--- config.mk ---
export PLATFORM = sky130hd
export DESIGN_NAME = mux8_deserializer
export DESIGN_NICKNAME = d
export VERILOG_FILES = /design/src/rtl/mux8_deserializer.sv
export SDC_FILE = /design/constraint.sdc
export NUM_CORES = 1
export LEC_CHECK = 0
export CAP_MARGIN = 15
export CORE_ASPECT_RATIO = 1.1
export CORE_MARGIN = 2
export CORE_UTILIZATION = 43
export DETAILED_ROUTE_END_ITERATION = 8
export PLACE_DENSITY = 0.67
export SLEW_MARGIN = 10
export SYNTH_ARGS = -nofsm -noshare
export SYNTH_HDL_FRONTEND = slang
export SYNTH_SLANG_ARGS = --single-unit
export TNS_END_PERCENT = 50
--- constraint.sdc ---
create_clock -name clk -period 3 [get_ports clk]
set_input_delay 0.45 -clock clk [delete_from_list [all_inputs] [get_ports clk]]
set_output_delay 0.45 -clock clk [all_outputs]
set_load 0.02 [all_outputs]
--- src/rtl/mux8_deserializer.sv ---
// Receive side of the 8:1 mux serial link: steers each accepted bit to its lane,
// rebuilds the word, and hands it to a consumer over a valid/ready port.
module mux8_deserializer #(
    parameter int WIDTH = 8,
    parameter int SEL_W = 3
) (
    input  logic             clk,
    input  logic             rst_n,
    input  logic             bit_in,
    input  logic             bit_valid,
    input  logic             start,
    output logic [SEL_W-1:0] sel_out,
    output logic             busy,
    output logic [WIDTH-1:0] out_data,
    output logic             out_valid,
    input  logic             out_ready,
    output logic             overrun
);

    localparam logic [0:0] ST_IDLE    = 1'b0;
    localparam logic [0:0] ST_COLLECT = 1'b1;

    logic [0:0]       state_q, state_d;
    logic [SEL_W-1:0] sel_q, sel_d;
    logic [WIDTH-1:0] collect_q, collect_d;
    logic [WIDTH-1:0] out_data_q, out_data_d;
    logic             out_valid_q, out_valid_d;
    logic             overrun_q, overrun_d;
    logic [WIDTH-1:0] word_done;
    logic             complete;

    // start always wins: it discards any partial word and re-anchors at lane 0.
    always_comb begin
        state_d   = state_q;
        sel_d     = sel_q;
        collect_d = collect_q;
        word_done = collect_q;
        complete  = 1'b0;
        if (start) begin
            state_d   = ST_COLLECT;
            collect_d = '0;
            sel_d     = '0;
            if (bit_valid) begin
                collect_d[0] = bit_in;
                sel_d        = SEL_W'(1);
            end
        end else if (state_q == ST_COLLECT && bit_valid) begin
            word_done[sel_q] = bit_in;
            if (sel_q == SEL_W'(WIDTH - 1)) begin
                complete  = 1'b1;
                sel_d     = '0;
                state_d   = ST_IDLE;
                collect_d = '0;
            end else begin
                collect_d = word_done;
                sel_d     = sel_q + SEL_W'(1);
            end
        end
    end

    // Handshake: a word transfers on any edge where out_valid and out_ready are
    // both high; while out_valid=1 and out_ready=0 the word is held unchanged.
    // A word completing into a held, unaccepted slot is dropped with an overrun pulse.
    always_comb begin
        out_data_d  = out_data_q;
        out_valid_d = out_valid_q;
        overrun_d   = 1'b0;
        if (complete) begin
            if (!out_valid_q || out_ready) begin
                out_data_d  = word_done;
                out_valid_d = 1'b1;
            end else begin
                overrun_d = 1'b1;
            end
        end else if (out_valid_q && out_ready) begin
            out_valid_d = 1'b0;
        end
    end

    always_ff @(posedge clk or negedge rst_n) begin
        if (!rst_n) begin
            state_q     <= ST_IDLE;
            sel_q       <= '0;
            collect_q   <= '0;
            out_data_q  <= '0;
            out_valid_q <= 1'b0;
            overrun_q   <= 1'b0;
        end else begin
            state_q     <= state_d;
            sel_q       <= sel_d;
            collect_q   <= collect_d;
            out_data_q  <= out_data_d;
            out_valid_q <= out_valid_d;
            overrun_q   <= overrun_d;
        end
    end

    assign sel_out   = sel_q;
    assign busy      = (state_q == ST_COLLECT);
    assign out_data  = out_data_q;
    assign out_valid = out_valid_q;
    assign overrun   = overrun_q;

endmodule

==> summary.md, run 1 <==
The logs give 22 for the number of sinks handled by clock tree synthesis and 2 for the number of buffers between clock root and the deepest sink. Yosys printed 0 warnings. The transition at the pin with the smallest max-transition slack is 0.408 ns.

The share of the Yosys chip area taken by registers is 46.8%. For the largest net degree at the start of global routing, the log shows 23. The number of global-route vias before repair is 845. Of all nets on the critical path, the largest fanout is 13.

Total count of hold-check failures in the final report: 0. The via total after detailed routing was 838. Setup repair after global routing left no endpoint under its margin. The tools report the critical path launch point type as a flop. For this run, the total global-route usage over all layers was measured as 17.6%. Reg-to-reg endpoint: out_data[7].

The tools report the number of standard-cell rows in the floorplan as 19. During I/O placement, the number of pins put on the boundary was 20. The number of max-slew violations in the final report is 0. For the final routed database, the setup TNS stands at 0 ns. In this run, CTS created clock tree buffers numbering 3.

Number of antenna-violating nets in the routed design: 0. Setup violations remaining at the end of the flow were counted as 0. The congestion estimate from routability-driven global placement came to 0.739. Per report_power, the sequential group accounts for 50.4% of the total. The vertical die dimension was 58.9 µm; the synthesis-to-finish area growth was 22.6%. Leakage power: 0.659 nW. The run gives 56.7% as the post-layout utilization of the core.

The tools report the cell at the root of the clock tree as clkbuf_4. The number of max-cap violations came out at 0. TritonCTS built the clock tree.

The tools report the placeable core region as 2540 µm². The first global-routing pass estimated 4.10 mm of wire. The initial antenna violation count is 0, and the number of input and output port buffers inserted is 19. The average instance in the mapped netlist occupies 11.3 µm². For the worst flop-to-flop path, the logic depth is 6.

The maximum level of the CTS H-tree is 1. The wire length reported by the detailed router was 2.36 mm. The flow ran to the end, and the final reports show no timing, DRC or antenna violations. 0 antenna diodes ended up in the layout. The tools report the worst flop-to-flop path startpoint as sel_out[0]. The share of total power dissipated in the clock network is 35.9%. The endpoint class of the critical path is an output port. The power after layout was 0.641 mW.

After detailed routing, the number of remaining DRC violations is 0. The worst max-slew margin expressed relative to the limit was 72.7%. Average vias per placed instance: 5.48. The critical path goes through clkdlybuf4s50_1.

The switching fraction of total power came out at 24.0%. Critical path launch point: sel_out[2]. For the worst setup path, the data required time is 2.55 ns.

The first detailed-routing pass took 4 iterations. The setup slack on the worst flop-to-flop path is 1.05 ns. The final period utilization was 68.5%; the clock latency at the later pin of the worst-skew pair was 0.31 ns. The kind of path behind the tightest hold check is input pin to asynchronous set/reset pin. The instance count of the mapped netlist was 104; the quantity of gates resized following cts was 0. On the critical path the largest part of the delay comes from buffers and inverters.

For this block, the initial DRC count from the detailed router was 17. In this run, the combinational gates consume 13.7% of the power. The internal portion of the total power is 0.487 mW. The final setup skew is 0.00128 ns, and the number of logic stages on the critical path including buffering is 1.

The CTS clock-pin slew for the worst setup and hold paths was 0.13 ns. The tools report the post-synth net total as 113. The floorplan step defined a die boundary enclosing 3170 µm². The floorplan step set the die width to 53.9 µm.

For the count of nets after finishing, the log shows 132. In this run the power spent charging and discharging nets is 0.154 mW. The end of the critical path was sel_out[2]. The clock period minus worst slack is 2.06 ns. The number of flip-flops and latches in the synthesized netlist came out at 22. The starting density of the core came out at 46.2%. The sum of net half-perimeters after detailed placement was 1.61 mm; the fraction of final layout cells sized beyond drive strength 1 was 19.7%. Static timing analysis puts the maximum clock frequency at 486 MHz. The buffering stage count on the worst path with inverters included is 1, and the post-synthesis cell area is 1180 µm².

The quantity of hold-fixing buffers added after cts was 0; the average wire length per cell after detail routing was 15.4 µm. At the worst endpoint, the arrival time is 1.61 ns. The logs give 29 for the distinct cell type count of the synthesized netlist and 0.329 mV for the highest ir drop seen on vdd. The slowest stage of the critical path is the clkdlybuf4s50_1 cell. The critical path is of the flop to output port type. The largest single stage delay on the critical path is 0.69 ns. In this run the power density over the cells is 444 nW/µm². Global routing finished with a remaining overflow of 0. The tools report the number of setup buffers added after CTS as 0.
[power by group through the flow]
stage	sequential [mW]	combinational (mW)	clock (mW)
final	0.323	0.0875	0.230
after global routing	0.326	0.0974	0.252
after CTS	0.323	0.0885	0.236
after detailed placement	0.329	0.0880	0
after global placement	0.328	0.0858	0
after floorplan	0.325	0.0594	0
[how the worst min path moves through the flow]
stage | from | end | cells past startpoint
final | rst_n | busy | 2
after global routing | rst_n | collect_q[0] | 2
after CTS | rst_n | busy | 2
after detailed placement | out_data[1] | out_data[1] | 1
after global placement | out_data[5] | out_data[5] | 1
after floorplan | rst_n | busy | 0
[cell usage after synthesis (all sizes together)]
library cell	instances	area (µm²)
and3	1	6.26
a21oi	3	15.0
clkbuf	5	20.0
nand2b	1	6.26
nor2b	2	12.5
nor2	1	3.75
or3	1	6.26
nor4bb	1	10.0
a221o	1	10.0
or2	2	12.5
nand2	7	26.3
nand3	3	15.0
dfrtp	22	551
mux2i	7	70.1
o21ai	7	35.0
buf	4	26.3
nor3b	3	22.5
nand3b	10	75.1
mux2	15	169
o31ai	1	7.51
a32oi	1	8.76
ha	3	37.5
nand4b	1	8.76
a21o	1	7.51
or4b	1	13.8
[placed cells by master (no fill, tap or decap), types with 2 or more instances in the layout]
cell type	n
o21ai_0	7
clkdlybuf4s50_1	19
nand3b_1	10
nand3_1	3
mux2i_1	7
buf_4	4
nor3b_1	3
ha_1	3
nor2b_1	2
dfrtp_1	22
nand2_1	7
a21oi_1	3
clkbuf_4	3
mux2_2	14
[stage by stage]
step | instances | hold WS (ns) | instance area (µm²) | worst slack [ns]
after floorplan | 104 | 0.154 | 1180 | 1.27
after global placement | 149 | 0.490 | 1390 | 0.905
after detailed placement | 149 | 0.498 | 1390 | 0.862
after CTS | 153 | 0.484 | 1440 | 0.950
after global routing | 153 | 0.489 | 1440 | 0.859
final | 153 | 0.472 | 1440 | 0.944
[final cells by class]
type | count | area [µm²]
repair buffers | 23 | 220
fillers | 217 | 1100
multi-input cells | 73 | 579
clock buffers | 3 | 22.5
well taps | 31 | 38.8
clock inverters | 1 | 30.0
flip-flops and latches | 22 | 551
[per-layer routing]
metal / vias to the layer above / track usage, % / wire length [µm] / part of all wire (%)
met2: 21 / 27.4 / 1140 / 48
li1: 412 / - / - / -
met3: 4 / 3.05 / 83 / 3.5
met5: - / 0 / 0 / 0
met1: 401 / 24.9 / 1100 / 47
met4: 0 / 5.49 / 28 / 1.2
[cell families after synthesis]
family | share of synthesized area, %
AOI/OAI and AO/OA | 7.13
buffers and inverters | 3.93
and+or+nand+nor | 18.6
adders and majority gates | 3.19
muxes | 20.3
DFF | 46.8
[sequential cells by signal, indices dropped and copies added (netlist names)]
signal,flops
sel_out,3
out_data,8
out_valid,1
collect_q,8
overrun,1
busy,1
Note: power is estimated with default switching activity, not from simulation.
==> run 2: changes to the inputs <==
Clock period 3 ns to 2 ns, I/O delays scaled along.
==> run 2 against run 1 <==
  * Die area is the same
  * Combinational power grew 83%
  * Cell count grew 3.3%
  * Global-route usage grew 0.30 points
  * First-iteration DRC count grew 12%
  * Non-clock buffer count grew 5
  * Clock skew grew 0.0082 ns
  * Critical endpoint unchanged
  * Largest cell class unchanged
==> summary.md, run 2 (synthesis gave the netlist of run 1 again) <==
The logs give 0 (unchanged) for the number of antenna-violating nets in the routed design and 0 (unchanged) for the total setup violations reported at the end of the flow. The critical path arrival was 1.55 ns (-0.06 ns). The critical-path cell with the highest stage delay is clkdlybuf4s50_1. The via total after detailed routing was 917 (+9.4%). For the worst-case setup slack after placement, the log shows 0.169 ns (-0.693 ns). Die extent in x: 53.9 µm (unchanged). The maximum level of the CTS H-tree came out at 1 (unchanged). The average vias per placed instance was 5.80 (+6.0%). The longest individual stage delay on the worst path was 0.61 ns (-0.08 ns); the footprint of the multi-input gates was 579 µm² (unchanged). The upper clock frequency limit is 539 MHz.

The largest net degree at the start of global routing was 23 (unchanged). The highest ir drop seen on vdd was 0.435 mV (+32%). Power after layout: 0.973 mW (+52%). The logs give 0 (unchanged) for the quantity of hold-fixing buffers added after cts and 22 (unchanged) for the number of sinks handled by clock tree synthesis. STA classifies the critical path endpoint as an output port. First-pass iteration count of the detailed router: 4 (unchanged). STA classifies the critical path startpoint as a flop. Setup repair after global routing left no endpoint under its margin. Initial antenna violation count: 0 (unchanged). The run gives 19 (+2) as the DRC marker count from the first detailed-route iteration.

Final-layout fill cell count: 207 (-4.6%). The kind of path behind the tightest hold check is input pin to asynchronous set/reset pin. The leakage power was 0.684 nW (+3.8%); the clock latency at the later pin of the worst-skew pair was 0.31 ns (about the same). The clock buffer count from CTS came out at 3 (unchanged).

For the final setup TNS, the log shows 0 ns (unchanged). The number of max-cap violations is 0 (unchanged), and the clock period minus worst slack is 1.85 ns. The power per unit of standard cell area was 658 nW/µm² (+48%). The largest delay contributor family on the critical path was buffers and inverters.

CTS clock-pin slew for the worst setup and hold paths: 0.13 ns (about the same). The number of buffers between clock root and the deepest sink came out at 2 (unchanged). The number of input and output port buffers inserted was 19 (unchanged); the fraction of final layout cells sized beyond drive strength 1 was 22.8% (+3.2 points). Total count of hold-check failures in the final report: 0 (unchanged). The number of max-slew violations in the final report is 0 (unchanged).

Die outline area: 3170 µm² (unchanged). The count of nets after finishing was 137 (+3.8%). The starting density of the core came out at 46.2% (unchanged). For the global-route wire length before repair, the log shows 4.02 mm (-2.0%).

The placeable core region came out at 2540 µm² (unchanged). The signal on the critical path passes through buf_4 -> clkdlybuf4s50_1. Transition at the pin with the smallest max-transition slack: 0.412 ns (+0.00371 ns). Register area: 551 µm² (unchanged).

The critical path is of the flop to output port type. The sum of net half-perimeters after detailed placement was 1.69 mm (+5.3%); the number of setup buffers added after CTS was 0 (unchanged). The overall track demand over capacity in global routing was 17.9% (+0.30 points). The flow ran to the end, and the final reports show no timing, DRC or antenna violations.

For the final routed DRC violation total, the log shows 0 (unchanged). The final setup skew was 0.00952 ns (+0.00824 ns). The total I/O pin count is 20 (unchanged), and the quantity of gates resized following cts is 0 (unchanged). The top cell types in the final layout, fill and taps aside, are dfrtp_1, clkdlybuf4s50_1, mux2_2, nand3b_1, buf_4.

Number of logic stages on the critical path including buffering: 2 (+1). TritonCTS built the clock tree. The antenna diode instance count was 0 (unchanged). The logs give 0.810 (+9.5%) for the final weighted congestion in routability-driven placement and 0 (unchanged) for the global-route congestion overflow total.

The run gives 873 (+3.3%) as the number of global-route vias before repair. The most frequent standard cell in the layout excluding fill and tap cells was dfrtp_1. The top fanout value on the critical path came out at 9 (-4). The tree is rooted in a clkbuf_4.

The tools report the required arrival time at the worst endpoint as 1.70 ns (-0.85 ns). For the worst max-slew margin expressed relative to the limit, the log shows 72.5% (-0.18 points). The wire length reported by the detailed router is 2.39 mm (+1.4%), and the synthesis-to-finish area growth is 25.7%. The cell count of the worst reg-to-reg path came out at 4 (-2).

Number of standard-cell rows in the floorplan: 19 (unchanged). The buffering stage count on the worst path with inverters included was 2 (+1). The vertical die dimension is 58.9 µm (unchanged), and the average wire length per cell after detail routing is 15.1 µm (-1.8%). The final worst-path setup slack is 0.146 ns (-0.798 ns).

The final period utilization was 92.7%.
-- run 2: cell types whose count changed in the layout (fill, tap and decap cells not counted) --
cell   delta
buf_4     +5
-- run 2: worst reg2reg max path, cell delays in order (launching register included) --
cell	delay, ns
dfrtp_1	0.45
buf_4	0.19
or4b_4	0.49
or3_1	0.31
a32oi_1	0.21
-- run 2: final cells by class --
type / instances / area share, %
multi-input combinational: 73 / 39.2
sequential: 22 / 37.2
timing repair buffer: 28 / 17.4
tap: 31 / 2.62
clock inverter: 1 / 2.03
clock buffer: 3 / 1.52
-- run 2: metrics by stage --
step	std cells	hold WS [ns]	util [%]	instance area, µm²
after global placement	154	0.491	56.1	1430
after floorplan	104	0.00441	-	1180
after CTS	158	0.330	58.1	1480
after global routing	158	0.331	58.1	1480
after detailed placement	154	0.498	56.1	1430
final	158	0.315	58.1	1480
-- run 2: where the power goes --
group	internal [mW]	switching [mW]	leakage (nW)	total, mW
logic	0.0786	0.0815	0.360	0.160
clock network	0.203	0.141	0.0279	0.344
registers	0.459	0.00950	0.296	0.469
total	0.741	0.232	0.684	0.973
-- run 2: metal layers --
layer	track usage [%]	wire length (µm)	vias up
li1	-	-	426
met1	23.8	1050	446
met2	26.5	1140	40
met3	3.30	157	5
met4	11.7	47	0
met5	0	0	-
-- run 2: worst paths after layout --
| check | from | to | slack [ns] |
|---|---|---|---|
| hold reg to reg | out_data[0] | out_data[0] | 0.52 |
| hold / removal | rst_n | out_data[0] | 0.32 |
| setup reg to reg | sel_out[2] | collect_q[0] | 0.29 |
| min in group clk | out_data[0] | out_data[0] | 0.52 |
| setup / recovery | sel_out[2] | sel_out[2] | 0.15 |
| max in group asynchronous | rst_n | collect_q[1] | 1.46 |
